===== config.mk =====
export PLATFORM = sky130hd
export DESIGN_NAME = bin2bcd_seq
export DESIGN_NICKNAME = d
export VERILOG_FILES = /design/src/rtl/bin2bcd_seq.sv
export SDC_FILE = /design/constraint.sdc
export NUM_CORES = 1
export LEC_CHECK = 0
export ABC_AREA = 1
export BUFFER_PORTS_ARGS = -buffer_cell sky130_fd_sc_hd__buf_2
export CELL_PAD_IN_SITES_DETAIL_PLACEMENT = 1
export CELL_PAD_IN_SITES_GLOBAL_PLACEMENT = 2
export CORE_MARGIN = 8
export CORE_UTILIZATION = 25
export DETAILED_ROUTE_END_ITERATION = 12
export PLACE_DENSITY_LB_ADDON = 0.05
export SLEW_MARGIN = 20
export SYNTH_ARGS = -nofsm -noshare
export SYNTH_HDL_FRONTEND = slang
export SYNTH_SLANG_ARGS = --single-unit
export TNS_END_PERCENT = 50

===== constraint.sdc =====
create_clock -name clk -period 2.4 [get_ports clk]
set_input_delay 0.24 -clock clk [delete_from_list [all_inputs] [get_ports clk]]
set_output_delay 0.24 -clock clk [all_outputs]
set_load 0.01 [all_outputs]

===== src/rtl/bin2bcd_seq.sv =====
// 8-bit binary to 3-digit packed BCD, shift-and-add-3, one bit per clock.
// Result and done pulse 8 cycles after the accepting edge; start is ignored while busy (no queuing).
module bin2bcd_seq (
  input  logic        clk,
  input  logic        n_rst,
  input  logic        start,
  input  logic [7:0]  bin,
  output logic [11:0] bcd,
  output logic        busy,
  output logic        done
);

  localparam logic S_IDLE = 1'b0;
  localparam logic S_CONV = 1'b1;

  logic        state;
  logic [2:0]  cnt;
  logic [7:0]  sreg;
  logic [11:0] dig;
  logic [11:0] dig_adj;
  logic [19:0] cat_shift;

  function automatic logic [3:0] adj3(input logic [3:0] d);
    return (d >= 4'd5) ? d + 4'd3 : d;
  endfunction

  // Hundreds correction can never fire for 8-bit inputs but is kept for uniformity.
  always_comb begin
    dig_adj   = {adj3(dig[11:8]), adj3(dig[7:4]), adj3(dig[3:0])};
    cat_shift = {dig_adj, sreg} << 1;
  end

  always_ff @(posedge clk or negedge n_rst) begin
    if (!n_rst) begin
      state <= S_IDLE;
      cnt   <= 3'd0;
      sreg  <= 8'd0;
      dig   <= 12'd0;
      bcd   <= 12'd0;
      done  <= 1'b0;
    end else begin
      done <= 1'b0;
      case (state)
        S_IDLE: begin
          if (start) begin
            sreg  <= bin;
            dig   <= 12'd0;
            cnt   <= 3'd0;
            state <= S_CONV;
          end
        end
        default: begin
          dig  <= cat_shift[19:8];
          sreg <= cat_shift[7:0];
          cnt  <= cnt + 3'd1;
          if (cnt == 3'd7) begin
            bcd   <= cat_shift[19:8];
            done  <= 1'b1;
            state <= S_IDLE;
          end
        end
      endcase
    end
  end

  assign busy = state;

endmodule

Yosys cells after proc, flatten, opt, wreduce, memory -nomap -nowiden
Cells that the tools add are included.
{ "op_classes": {"n_mux": 14, "n_reduce_logical": 2, "n_eq_ne": 1, "n_addsub": 4, "magnitude_cmp": 3} }
{ "op_table": {"columns": ["operator", "n"], "rows": [
  ["12-bit two-way mux", 2],
  ["8-bit two-way mux", 2],
  ["4-bit by 3-bit greater-or-equal comparator with 1-bit output (second input constant)", 3],
  ["3-bit two-way mux", 3],
  ["4-bit by 2-bit adder with 4-bit output (second input constant)", 2],
  ["4-bit two-way mux", 2],
  ["1-bit two-way mux", 5],
  ["3-bit by 1-bit adder with 3-bit output (second input constant)", 1],
  ["3-bit by 2-bit adder with 3-bit output (second input constant)", 1],
  ["3-bit == test (second input constant)", 1],
  ["2-bit AND reduction", 1],
  ["2-bit nonzero test", 1]
]} }
{ "word_totals": {"inputBits": 11, "ff_bits": 37, "elab_cells": 30, "out_inout_bits": 14} }

Longest topological paths before layout
{ "depth": {"ltp_word": 3, "mapped_depth": 8, "ltp_nobuf": 8} }

Worst setup path before layout
OpenSTA, ideal clock, no wires.
{ "synth_timing": {"path_type": "flip-flop to flip-flop", "start": "register cnt[0]", "end": "register bcd[7]", "arrival_ps": 1109, "setup_ps": 76, "period_less_slack_ps": 1186, "path_buffers": 1, "setup_slack_ps": 1214, "required_ps": 2324, "stages_incl_launch_ff": 7, "path_cell_list": "dfrtp_1 ha_1 ha_1 nand2_4 buf_6 nand2_1 o21ai_1"} }
{ "synth_via": {"elab_chain_len": 2} }
{ "synth_rtl": {"columns": ["element", "line", "source"], "rows": [
  ["start: declaration", "17", "logic [2:0] cnt;"],
  ["start signal: assignment", "55", "cnt <= cnt + 3'd1;"],
  ["3-bit == test", "56", "if (cnt == 3'd7) begin"],
  ["2-bit AND reduction (no source line)", null, null],
  ["end signal: assignment", "57", "bcd <= cat_shift[19:8];"],
  ["end: declaration", "8", "output logic [11:0] bcd,"]
]} }
No other way between the ends.
A chain may end at the register's enable or synchronous reset.

Worst setup path after layout
{ "layout_timing": {"start": "register cnt[0]", "end": "register bcd[8]"} }
Same word-level chain as after synthesis.

==> out/metrics.yaml <==
status:
  status: "completed"
synthesis:
  ys_types: 19
  ys_top_cells_by_count: "nand2_1 (54), dfrtp_1 (37), nand3_1 (21), nor2_1 (14), inv_1 (13)"
  synth_most_common_cell: "nand2_1"
  synth_area_leaders: "dfrtp_1 (53%), nand2_1 (12%), nand3_1 (6.0%)"
  synth_edf_count: 0
  synth_seq_area_share: 0.528
  synth_top_area_frac: 0.528
  synth_cells: 196
  synth_top_cell_by_area: "dfrtp_1"
  avgSynthCellArea_um2: 8.95
  syn_nets: 215
  synth-seq-cells: 37
  async_reset_ff_frac: 1.00
  yosys_warnings: 0
  syn-cell-area_mm2: 0.00175
  synth_ff_type: "dfrtp_1"
setup_path:
  cp_max_fo: 17
  max_stage_delay_ps: 400
  worst_setup_path_end_kind: "flip-flop"
  cp_cell_sequence: "ha_1 -> ha_1 -> nand2_4 -> inv_4 -> nand3_1 -> nand2_1"
  worst_setup_path_start_kind: "flip-flop"
  worst_ep_arrival_time_ps: 1590
  crit_required_ps: 2580
  cpMaxStageDelayCell: "dfrtp_1"
  worst_path_most_repeated_cell: "ha_1"
  path_class: "flip-flop to flip-flop"
placed_design:
  placed_cells: 311
  hpwl_um: 3230
  gp_congestion: 0.748
  io_buffers: 24
grt:
  grt_pass1_vias: 1588
  grt_max_degree: 38
  grt_pass1_wl_um: 7850
  grt_antenna_before_repair: 0
  grt-ovfl-total: 0
  gr-usage-all-layers: 0.0996
timing:
  hold_violations: 0
  tns_ps: 0
  fmax_ghz: 0.707
  fin_skew_ps: 4.04
  drv_slew: 0
  rsz0062_at_grt: "false"
  finalSetupViolations: 0
  hold_ws_ps: 66.8
  worstMarginPinSlew_ps: 866
  slew_headroom: 0.422
  final.period_utilization: 0.590
  min_period_ps: 1420
pwr:
  p_total_uw: 2900
  ir_worst_vdd_mv: 0.318
  p_leak_uw: 0.00104
  power_density_mw_per_mm2: 1440
die:
  die_h_um: 99.8
  io_pins: 25
  fp-row-count: 30
  dieArea_mm2: 0.00995
  die_w_um: 99.8
  start_util: 0.258
  core-area_mm2: 0.00679
routing:
  vias: 1420
  top_layer_used: "met4"
  detail-route-antenna-nets: 0
  drt_iter0_drc: 31
  wl_met2_um: 2240
  dr.pass1.iters: 3
  viasPerCell: 4.48
  drc: 0
  routed-wl-met3_um: 183
  routed_wl_um: 4540
  wl_met1_um: 2070
  wire_per_inst_um: 14.3
clocking:
  cts_tree: "yes"
  path_clk_slew_ps: 70
  clkLatencyLatePin_ps: 280
  post_cts_buffers: 0
  clk_path_buf_depth: 2
  cts.sinks: 37
  cts_root_buffer: "clkbuf_8"
  ctsResizeCount: 0
  ctsHtreeMaxLevel: 2
  numCtsBuffers: 5
  ctsHoldBuffers: 0
final_layout:
  multiInputGateArea_um2: 701
  antenna_cells: 0
  drive_gt1_frac: 0.172
  syn_to_final_growth_pct: 14.8
  fillCellCount: 812
  final_util: 0.297
  layout.nets: 241
  regArea_um2: 926
  layout.cells.non_filler: 317
job:
  drv_cap: 0
worst_hold_path:
  hold_class: "input pin to asynchronous set/reset pin"
## registers in the layout, summed over array words and instances (netlist names)
signal,count
dig,12
busy,1
cnt,3
sreg,8
done,1
bcd,12
## cells in the final DEF (no fill, tap or decap), drive strengths merged
| cell | count |
|---|---|
| nand2 | 56 |
| nor2 | 14 |
| o21ai | 10 |
| nand3 | 21 |
| dfrtp | 37 |
| ha | 8 |
| o22ai | 11 |
| buf | 25 |
| inv | 17 |
| a21oi | 1 |
| a22o | 2 |
| nand4 | 6 |
| clkbuf | 5 |
| nor3 | 7 |
| clkinv | 1 |
## path summary, 6_finish.rpt
check,depth (start not counted),endpoint,slack (ps),startpoint
max in group asynchronous,1,sreg[5]$_DFFE_PN0P_,1790,n_rst
setup reg to reg,6,bcd[8]$_DFFE_PN0P_,980,cnt[0]$_DFFE_PN0P_
hold / removal,1,bcd[9]$_DFFE_PN0P_,70,n_rst
hold reg to reg,2,bcd[9]$_DFFE_PN0P_,480,bcd[9]$_DFFE_PN0P_
min in group clk,3,sreg[3]$_DFFE_PN0P_,190,bin[3]
setup / recovery,6,bcd[8]$_DFFE_PN0P_,980,cnt[0]$_DFFE_PN0P_
## final cells by class
type                       instances  area share
sequential                        37       0.460
multi-input combinational        136       0.348
timing repair buffer              25      0.0634
tap                               96      0.0596
clock buffer                       5      0.0342
inverter                          17      0.0329
clock inverter                     1     0.00248
## per-stage QoR
step	cell area, µm²	worst slack [ps]
6_report	2010	985
5_1_grt	2010	862
4_1_cts	2010	944
3_5_place_dp	1940	963
3_3_place_gp	1940	993
2_1_floorplan	1750	1210
## per-layer routing
metal,vias up,global-route usage
met1,695,0.114
met5,-,0
met2,19,0.173
li1,701,-
met4,0,0.0314
met3,5,0.0286
## critical path, delay by kind of cell (launching register included)
kind	cells	cell delay (ps)
and+or+nand+nor	3	390
DFF	1	400
buffers and inverters	1	110
adders and majority gates	2	420
## power by group
group	leakage [µW]	switching (µW)	internal, µW
Clock	0.0000399	213	191
Combinational	0.000542	871	506
Sequential	0.000453	189	931
## cell families after synthesis
kind of cell,synth area share
DFF,0.528
buffers and inverters,0.0728
and+or+nand+nor,0.260
adders and majority gates,0.0571
AOI/OAI and AO/OA,0.0827
Power figures use the tool's default switching activity.
